--- src/rtl/q3_pkg.sv ---
// Shared constants and types for the q3 registered 4-input function block.
package q3_pkg;

   typedef logic [3:0] q3_idx_t;

   // f = c'd' + bd, minterms 0,4,5,7,8,12,13,15
   localparam logic [15:0] Q3_DEFAULT_TT = 16'hB1B1;

endpackage

--- src/rtl/q3_lut4.sv ---
// Combinational 16-entry lookup: index {a,b,c,d} selects one truth-table bit.
module q3_lut4
   import q3_pkg::*;
#(
   parameter logic [15:0] TRUTH_TABLE = Q3_DEFAULT_TT
) (
   input  q3_idx_t idx,
   output logic    f_next
);

   assign f_next = TRUTH_TABLE[idx];

endmodule

--- src/rtl/q3.sv ---
// Registered 4-input Boolean function with sticky coverage of applied input codes.
module q3
   import q3_pkg::*;
#(
   parameter logic [15:0] TRUTH_TABLE = Q3_DEFAULT_TT
) (
   input  logic        clk,
   input  logic        rst,
   input  logic        a,
   input  logic        b,
   input  logic        c,
   input  logic        d,
   output logic        f,
   output logic [15:0] seen,
   output logic        all_seen
);

   q3_idx_t idx;
   logic    f_next;

   assign idx = {a, b, c, d};

   q3_lut4 #(
      .TRUTH_TABLE (TRUTH_TABLE)
   ) u_lut4 (
      .idx    (idx),
      .f_next (f_next)
   );

   // Coverage bits are sticky; only reset clears them.
   always_ff @(posedge clk or posedge rst) begin
      if (rst) begin
         f    <= 1'b0;
         seen <= 16'h0000;
      end else begin
         f    <= f_next;
         seen <= seen | (16'h0001 << idx);
      end
   end

   assign all_seen = &seen;

endmodule

--- config.mk ---
export PLATFORM = sky130hd
export DESIGN_NAME = q3
export DESIGN_NICKNAME = d
export VERILOG_FILES = /design/src/rtl/q3_pkg.sv /design/src/rtl/q3_lut4.sv /design/src/rtl/q3.sv
export SDC_FILE = /design/constraint.sdc
export NUM_CORES = 1
export LEC_CHECK = 0
export BUFFER_PORTS_ARGS = -buffer_cell sky130_fd_sc_hd__buf_2
export CORE_UTILIZATION = 49
export DETAILED_ROUTE_END_ITERATION = 16
export GPL_TIMING_DRIVEN = 0
export PLACE_DENSITY = 0.79
export SYNTH_ARGS = -nofsm -noshare
export SYNTH_HDL_FRONTEND = slang
export SYNTH_SLANG_ARGS = --single-unit
--- constraint.sdc ---
create_clock -name clk -period 2.1 [get_ports clk]
set_input_delay 0.315 -clock clk [delete_from_list [all_inputs] [get_ports clk]]
set_output_delay 0.315 -clock clk [all_outputs]
set_load 0.1 [all_outputs]
==> qor.txt, run 1 <==
Filler cells -> 86
Post-Route Skew -> 0 ps
R2r setup slk -> 1290 ps
Vias in the first global route -> 466
Main combinational cell family by area after synthesis -> compound AO/OA/AOI/OAI gates
Worst Setup End Kind -> primary output
RSZ-0062 raised after global routing -> no
Number of max-cap violations -> 0
Syn Nets -> 54
Max VDD drop -> 0.746 mV
CP max FO -> 3
Worst r2r src -> seen[14]
Mux cell area share after synthesis -> 0%
Synth Area in Compound Gates -> 20.3%
Crit path kind -> reg -> out
H-tree Lvls -> 1
First-pass DRT Iterations -> 2
CTS Sinks -> 17
Share of cells above drive strength 1 -> 71.6%
Initial Utilization -> 56.0%
R2R Path End -> seen[14]
Root Buffer -> clkbuf_4
Detail Route Antenna Nets -> 0
Synth cell types -> 13
Worst Path Arrival -> 1660 ps
Post-synthesis sequential area ratio -> 64.0%
Most frequent cells in the layout -> 22 x buf_2, 12 x dfrtp_4, 9 x a21o_1
Syn avg cell area -> 13.8 µm²
N_diodes -> 0
Static Leak -> 0.353 nW
Cell count after synthesis -> 48
Post-DP Area -> 857 µm²
CTS tree -> yes
DP HPWL -> 1040 µm
Clock Tree Buf Depth -> 2
GR Util All Layers -> 20.9%
Max Transition Viols Final -> 0
Min-Delay Path Class -> in -> async
Final instance area -> 883 µm²
Final WL -> 1350 µm
GRT overflow -> 0
Overall power -> 0.851 mW
Placed Cells -> 84
Number of hold buffers added after cts -> 0
Post-layout minimum cycle time -> 1970 ps
Cell Count, Final, Fillers Out -> 88
WL/cell -> 15.3 µm
Num rows -> 12
Final setup vio count -> 0
Achievable Freq -> 506 MHz
Yosys reg bits -> 17
# DRC -> 0
XOR/XNOR share of the synthesized area -> 0%
Post CTS Setup Buffer Count -> 0
Core ar. -> 1190 µm²
Worst setup SP type -> flip-flop
Final GP Congestion -> 0.657
Status -> completed
Worst slew margin -> 59.0%
Clock Latency Late Sink -> 280 ps
Worst-margin pin slew -> 614 ps
IO Pins -> 24
Cell depth of the worst flop-to-flop path -> 1
Die width -> 38.8 µm
Pin count of the biggest net entering global routing -> 18
Most common cell after layout, fill and taps aside -> buf_2
Cell Area, Synth -> 664 µm²
Detailed-route via count -> 486
Via-to-Cell Ratio -> 5.52
First-pass GRT wire length -> 2090 µm
Clk slew on worst S/H paths -> 100 ps
Synth warn -> 0
Final Cycle Share -> 94.0%
CP required -> 1780 ps
Die H -> 38.8 µm
Post-cts resize count -> 0
DR iter-0 viols -> 3
Area delta synth->final -> 33.0%
Port bufs -> 22
Synth Area in Adders -> 0%
Post-layout nets -> 81
Power density cells -> 963 nW/µm²
Final Hold Viols -> 0
Total CTS buffers -> 3
Die Area -> 1510 µm²
Post-Synth Simple-Gate Area -> 13.9%
Initial antenna violation count -> 0
==> flip-flops by register name, summed over array words and instances (netlist names) <==
name,count
f,1
seen,16
==> per-layer routing <==
layer	share of wire, %	vias to the layer above	track usage [%]
li1	-	229	-
met1	44	241	26.2
met2	52	16	35.8
met3	4.4	0	6.94
met4	0	0	2.59
met5	0	-	0
==> area by class of cell <==
class | instances | area, µm² | share of cell area, %
well taps | 14 | 17.5 | 1.98
multi-input cells | 29 | 243 | 27.5
repair buffers | 22 | 110 | 12.5
inverters | 1 | 3.75 | 0.425
clock buffers | 4 | 26.3 | 2.97
flip-flops and latches | 17 | 475 | 53.8
plain buffers | 1 | 7.51 | 0.850
==> through the flow <==
stage | util, % | setup WS [ps] | setup TNS, ps | hold WS [ps]
final | 74.5 | 125 | 0 | 86.1
after global routing | 74.5 | 46.8 | 0 | 150
after CTS | 74.5 | 95.9 | 0 | 106
after detailed placement | 72.3 | 419 | 0 | 421
after global placement | 72.3 | 465 | 0 | 417
after floorplan | - | -149 | -149 | 241
==> cells by family (layout without fill, tap and decap cells) <==
logic type | Yosys count | count (layout)
AO/OA/AOI/OAI | 17 | 17
flip-flops | 17 | 17
AND/OR/NAND/NOR | 12 | 12
buffers and inverters | 2 | 28
==> Yosys cell counts <==
| cell | count | area, µm² |
|---|---|---|
| nor4_1 | 1 | 6.26 |
| nand2_1 | 1 | 3.75 |
| a21o_1 | 9 | 67.6 |
| nor2b_2 | 1 | 8.76 |
| buf_4 | 1 | 7.51 |
| dfrtp_1 | 17 | 425 |
| a41o_1 | 1 | 10.0 |
| a31o_2 | 6 | 52.6 |
| nand4_1 | 4 | 25.0 |
| o21ai_0 | 1 | 5.00 |
| nor2_1 | 2 | 7.51 |
| inv_1 | 1 | 3.75 |
| nor2b_4 | 3 | 41.3 |
==> how the worst max path moves through the flow <==
stage                          end  startpoint  slack [ps]  cells after the start
after global routing      all_seen     seen[8]          50                      3
final                     all_seen     seen[8]         130                      3
after CTS                 all_seen     seen[8]         100                      3
after floorplan           all_seen    seen[10]        -150                      2
after detailed placement  all_seen     seen[8]         420                      3
after global placement    all_seen     seen[8]         460                      3
==> where the power goes <==
group          total, mW  leakage, nW  internal (mW)  switching (mW)
clock network      0.168       0.0150         0.0737          0.0946
registers          0.366        0.156          0.354          0.0128
logic              0.316        0.182         0.0572           0.259
==> worst max-delay path: stages, from the launching register on <==
cell	delay (ps)
dfrtp_4	420
nand4_1	190
nor4_4	300
buf_2	460
(Power assumes the default switching activity.)
==> run 2: changes to the inputs <==
--- a/config.mk
+++ b/config.mk
@@ -10,6 +10,7 @@
 export DETAILED_ROUTE_END_ITERATION = 16
 export GPL_TIMING_DRIVEN = 0
 export PLACE_DENSITY = 0.79
+export REMOVE_ABC_BUFFERS = 1
 export SYNTH_ARGS = -nofsm -noshare
 export SYNTH_HDL_FRONTEND = slang
 export SYNTH_SLANG_ARGS = --single-unit
==> run 2 against run 1 <==
  * Critical path depth unchanged
  * Non-clock buffer count stayed put
  * Sequential share of layout area fell by 1.7 points
  * First-iteration DRC count grew to 3.7 times the previous value
  * Clock power hardly changed
  * Setup slack improved by 140 ps
  * Largest cell class unchanged
==> qor.txt, run 2 (synthesis gave the netlist of run 1 again) <==
Status -> completed
Post-cts resize count -> 0 (unchanged)
R2r setup slk -> 1370 ps (+80 ps)
Final setup vio count -> 0 (unchanged)
Cell depth of the worst flop-to-flop path -> 1 (unchanged)
Root Buffer -> clkbuf_4
Crit path kind -> reg -> out
Delay-heaviest family, CP -> buffers and inverters
Max Transition Viols Final -> 0 (unchanged)
IO Pins -> 24 (unchanged)
Final Hold Viols -> 0 (unchanged)
RSZ-0062 raised after global routing -> no
Clk slew on worst S/H paths -> 90 ps (about the same)
Static Leak -> 0.348 nW (-1.5%)
Most common cell after layout, fill and taps aside -> buf_2
Crit path launch -> seen[0]
CP required -> 1780 ps (about the same)
Setup slack after layout -> 270 ps (+144 ps)
Achievable Freq -> 546 MHz (+7.9%)
Post-Route Skew -> 0 ps (unchanged)
Most frequent cells in the layout -> 23 x buf_2, 17 x dfrtp_1, 9 x a21o_1
TNS Setup -> 0 ps (unchanged)
Buf/Inv on CP -> 1 (unchanged)
Initial antenna violation count -> 0 (unchanged)
Final WL -> 1270 µm (-5.3%)
Worst r2r src -> seen[5]
H-tree Lvls -> 1 (unchanged)
Die width -> 38.8 µm (unchanged)
Area delta synth->final -> 22.8%
WL/cell -> 14.5 µm (-5.3%)
Vias in the first global route -> 433 (-7.1%)
Overall power -> 0.822 mW (-3.4%)
Worst Setup End Kind -> primary output
CTS tree -> yes
Via-to-Cell Ratio -> 5.92 (+7.2%)
Num rows -> 12 (unchanged)
Post-layout minimum cycle time -> 1830 ps (-144 ps)
Post CTS Setup Buffer Count -> 0 (unchanged)
Detailed-route via count -> 521 (+7.2%)
Final GP Congestion -> 0.679 (+3.4%)
GR Util All Layers -> 21.4% (+0.55 points)
DP HPWL -> 950 µm (-8.5%)
Clock Latency Late Sink -> 290 ps (about the same)
R2R Path End -> seen[5]
Total CTS buffers -> 3 (unchanged)
Max reg flops -> 16 (unchanged)
Port bufs -> 23 (+4.5%)
CP max stage delay -> 460 ps (about the same)
Clock Tree Buf Depth -> 2 (unchanged)
Min-Delay Path Class -> in -> async
Die Area -> 1510 µm² (unchanged)
# DRC -> 0 (unchanged)
CP cell instances -> nand4_1, nor4_1, buf_2
Power density cells -> 1010 nW/µm² (+4.6%)
DR iter-0 viols -> 11 (+8)
Filler cells -> 93 (+8.1%)
Max VDD drop -> 0.638 mV (-14%)
Initial Utilization -> 56.0% (unchanged)
Detail Route Antenna Nets -> 0 (unchanged)
Post-layout nets -> 81 (unchanged)
Worst setup SP type -> flip-flop
Final Cycle Share -> 87.2% (-6.9 points)
CTS Sinks -> 17 (unchanged)
Pin count of the biggest net entering global routing -> 18 (unchanged)
Core ar. -> 1190 µm² (unchanged)
CP max-delay cell -> buf_2
Place WS -> 587 ps (+168 ps)
Worst-margin pin slew -> 608 ps (-5.88 ps)
GRT overflow -> 0 (unchanged)
Die H -> 38.8 µm (unchanged)
Worst slew margin -> 59.4% (+0.39 points)
N_diodes -> 0 (unchanged)
Largest registers -> seen (16), f (1)
Number of max-cap violations -> 0 (unchanged)
First-pass DRT Iterations -> 4 (+2)
Fin util -> 68.8% (-5.7 points)
First-pass GRT wire length -> 2010 µm (-4.0%)
Worst Path Arrival -> 1520 ps (-140 ps)
CP max FO -> 3 (unchanged)
Reg with most FFs -> seen
Share of cells above drive strength 1 -> 48.6% (-23 points)
Number of hold buffers added after cts -> 0 (unchanged)
-- run 2: cell types whose count changed in the layout (fill, tap and decap cells not counted) --
| cell | delta |
|---|---|
| nor4_1 | +1 |
| nor4_4 | -1 |
| buf_2 | +1 |
| dfrtp_2 | -4 |
| buf_4 | -1 |
| dfrtp_4 | -12 |
| dfrtp_1 | +16 |
-- run 2: worst max-delay path by stage --
stage | end | cells past startpoint | slack, ps
floorplan | all_seen | 2 | -2260
global placement | all_seen | 3 | 590
finish | all_seen | 3 | 270
CTS | all_seen | 3 | 260
detailed placement | all_seen | 3 | 590
global route | all_seen | 3 | 170
-- run 2: layout make-up --
| type | instances | area (µm²) | share of cell area, % |
|---|---|---|---|
| tap | 14 | 17.5 | 2.15 |
| clock buffer | 4 | 26.3 | 3.22 |
| sequential | 17 | 425 | 52.1 |
| inverter | 1 | 3.75 | 0.460 |
| timing repair buffer | 23 | 115 | 14.1 |
| multi-input combinational | 29 | 228 | 27.9 |
-- run 2: power breakdown --
group	leakage, nW	internal [mW]	switching (mW)
Combinational	0.177	0.0467	0.250
Sequential	0.156	0.345	0.0126
Clock	0.0150	0.0739	0.0931
-- run 2: metal layers --
| metal | up-vias | share of wire [%] | global-route usage, % |
|---|---|---|---|
| met5 | - | 0 | 0 |
| met4 | 0 | 1.9 | 12.9 |
| met3 | 3 | 5.4 | 8.67 |
| met2 | 22 | 46 | 28.7 |
| met1 | 263 | 46 | 28.7 |
| li1 | 233 | - | - |
-- run 2: stage by stage --
stage / std cells / cell area, µm² / hold slack, ps
5_1_grt: 88 / 816 / 133
6_report: 88 / 816 / 83.5
3_5_place_dp: 84 / 790 / 424
4_1_cts: 88 / 816 / 103
3_3_place_gp: 84 / 790 / 412
2_1_floorplan: 47 / 657 / 241
==> run 3: changes to the inputs <==
--- a/config.mk
+++ b/config.mk
@@ -6,10 +6,11 @@
 export NUM_CORES = 1
 export LEC_CHECK = 0
 export BUFFER_PORTS_ARGS = -buffer_cell sky130_fd_sc_hd__buf_2
+export CORE_MARGIN = 2
 export CORE_UTILIZATION = 49
 export DETAILED_ROUTE_END_ITERATION = 16
 export GPL_TIMING_DRIVEN = 0
-export PLACE_DENSITY = 0.79
+export PLACE_DENSITY = 0.9
 export REMOVE_ABC_BUFFERS = 1
 export SYNTH_ARGS = -nofsm -noshare
 export SYNTH_HDL_FRONTEND = slang
==> constraint.sdc (replaced) <==
create_clock -name clk -period 2.1 [get_ports clk]
set_input_delay 0.315 -clock clk [delete_from_list [all_inputs] [get_ports clk]]
set_output_delay 0.315 -clock clk [all_outputs]
set_load 0.05 [all_outputs]
==> run 3 against run 2 <==
  * Maximum frequency grew 5.9%
  * Critical path depth is the same
  * Cell count grew 1.1%
  * Clock skew is the same
  * Largest power group unchanged
  * Utilization shrank 5.1 points
  * Setup slack gained 100 ps
  * Largest cell class unchanged
==> qor.txt, run 3 (synthesis gave the netlist of run 1 again) <==
Die Area -> 1670 µm² (+11%)
WL/cell -> 15.9 µm (+10%)
Worst-margin pin slew -> 643 ps (+34.5 ps)
Status -> completed
DP HPWL -> 1020 µm (+7.2%)
Final Hold Viols -> 0 (unchanged)
Vias in the first global route -> 492 (+14%)
Most frequent cells in the layout -> 23 x buf_2, 17 x dfrtp_1, 9 x a21o_1
Final instance area -> 818 µm² (+0.31%)
Int Power -> 0.463 mW (-0.58%)
Final Cycle Share -> 82.3% (-4.9 points)
Post-layout minimum cycle time -> 1730 ps (-103 ps)
First-pass GRT wire length -> 2220 µm (+11%)
Worst slew margin -> 57.1% (-2.3 points)
Total CTS buffers -> 3 (unchanged)
CP max FO -> 3 (unchanged)
Register area -> 425 µm² (unchanged)
Max reg flops -> 16 (unchanged)
Overall power -> 0.728 mW (-11%)
# DRC -> 0 (unchanged)
Final WL -> 1420 µm (+11%)
Root Buffer -> clkbuf_4
Pin count of the biggest net entering global routing -> 18 (unchanged)
Clk slew on worst S/H paths -> 100 ps (about the same)
Buf/Inv on CP -> 1 (unchanged)
Max Transition Viols Final -> 0 (unchanged)
First-pass DRT Iterations -> 4 (unchanged)
Via-to-Cell Ratio -> 5.74 (-3.0%)
CP cell instances -> nand4_1, nor4_1, buf_2
Final setup vio count -> 0 (unchanged)
Post-DP Area -> 791 µm² (+0.16%)
Place WS -> 693 ps (+105 ps)
Worst setup SP type -> flip-flop
Crit path kind -> reg -> out
CP max stage delay -> 390 ps (-70 ps)
Largest registers -> seen (16), f (1)
Area of the multi-input gates -> 228 µm² (unchanged)
Die width -> 40.8 µm (+5.2%)
Clk pwr share -> 24.1% (+3.8 points)
Post-cts resize count -> 0 (unchanged)
CP required -> 1780 ps (about the same)
Most common cell after layout, fill and taps aside -> buf_2
H-tree Lvls -> 1 (unchanged)
Initial antenna violation count -> 0 (unchanged)
Max VDD drop -> 0.453 mV (-29%)
Power density cells -> 890 nW/µm² (-12%)
CTS tree -> yes
Worst Path Arrival -> 1410 ps (-110 ps)
Post-layout nets -> 81 (unchanged)
Part of the power in registers -> 49.3% (+5.8 points)
Num rows -> 13 (+1)
CP max-delay cell -> dfrtp_1
Core ar. -> 1280 µm² (+8.3%)
Filler cells -> 102 (+9.7%)
Sw Ratio -> 36.4% (-6.9 points)
Net Sw Power -> 0.265 mW (-26%)
DR iter-0 viols -> 13 (+2)
Share of cells above drive strength 1 -> 50.0% (+1.4 points)
Static Leak -> 0.351 nW (+0.78%)
Post-Route Skew -> 0 ps (unchanged)
N_diodes -> 0 (unchanged)
Achievable Freq -> 579 MHz (+5.9%)
Comb power frac -> 26.6% (-9.5 points)
Post CTS Setup Buffer Count -> 0 (unchanged)
Worst Setup End Kind -> primary output
Detail Route Antenna Nets -> 0 (unchanged)
Number of hold buffers added after cts -> 0 (unchanged)
Fin util -> 63.7% (-5.1 points)
Number of max-cap violations -> 0 (unchanged)
Port bufs -> 23 (unchanged)
GRT overflow -> 0 (unchanged)
Setup slack after layout -> 372 ps (+103 ps)
Area delta synth->final -> 23.2%
IO Pins -> 24 (unchanged)
Reg with most FFs -> seen
Final GP Congestion -> 0.814 (+20%)
Detailed-route via count -> 511 (-1.9%)
Die H -> 40.8 µm (+5.2%)
CTS Sinks -> 17 (unchanged)
Clock Latency Late Sink -> 290 ps (about the same)
Min-Delay Path Class -> in -> async
Initial Utilization -> 51.7% (-4.3 points)
Delay-heaviest family, CP -> simple AND/OR/NAND/NOR gates
GR Util All Layers -> 20.6% (-0.79 points)
RSZ-0062 raised after global routing -> no
Clock Tree Buf Depth -> 2 (unchanged)
==> run 3: cell count changes in the layout (fill, tap and decap cells not counted), sizes merged <==
cell	previous run	this run
clkbuf	4	3
clkinv	0	1
==> run 3: worst paths after layout <==
path                            cells after the start  slack, ps  startpoint        to
worst min-delay path                                2         90         rst  seen[10]
worst max-delay path                                3        370    seen[15]  all_seen
worst max register to register                      1       1360    seen[11]  seen[11]
min in group clk                                    2        340           d         f
worst min register to register                      1        490     seen[1]   seen[1]
max in group asynchronous                           2       1600         rst  seen[15]
==> run 3: cell type report <==
cell class	count	share of cell area [%]
Clock buffer	3	2.75
Clock inverter	1	0.612
Inverter	1	0.459
Multi-Input combinational cell	29	27.8
Sequential cell	17	52.0
Tap cell	15	2.29
Timing Repair Buffer	23	14.1
==> run 3: through the flow <==
step                hold WS, ps  TNS [ps]  cells
floorplan                   241      -556     47
global placement            407         0     85
finish                     89.9         0     89
global route                155         0     89
detailed placement          426         0     85
CTS                        98.7         0     89
==> run 3: power by group through the flow <==
stage,Sequential [mW],Clock [mW],Combinational (mW)
3_3_place_gp,0.364,0,0.190
5_1_grt,0.362,0.187,0.204
4_1_cts,0.359,0.177,0.195
2_1_floorplan,0.428,0,0.0762
6_report,0.359,0.176,0.194
3_5_place_dp,0.365,0,0.194
==> run 3: per-layer routing <==
| layer | global-route usage (%) | up-vias | share of wire (%) |
|---|---|---|---|
| met5 | 0 | - | 0 |
| met1 | 28.3 | 253 | 46 |
| li1 | - | 230 | - |
| met2 | 32.8 | 23 | 46 |
| met3 | 3.26 | 5 | 5.9 |
| met4 | 7.50 | 0 | 2.0 |
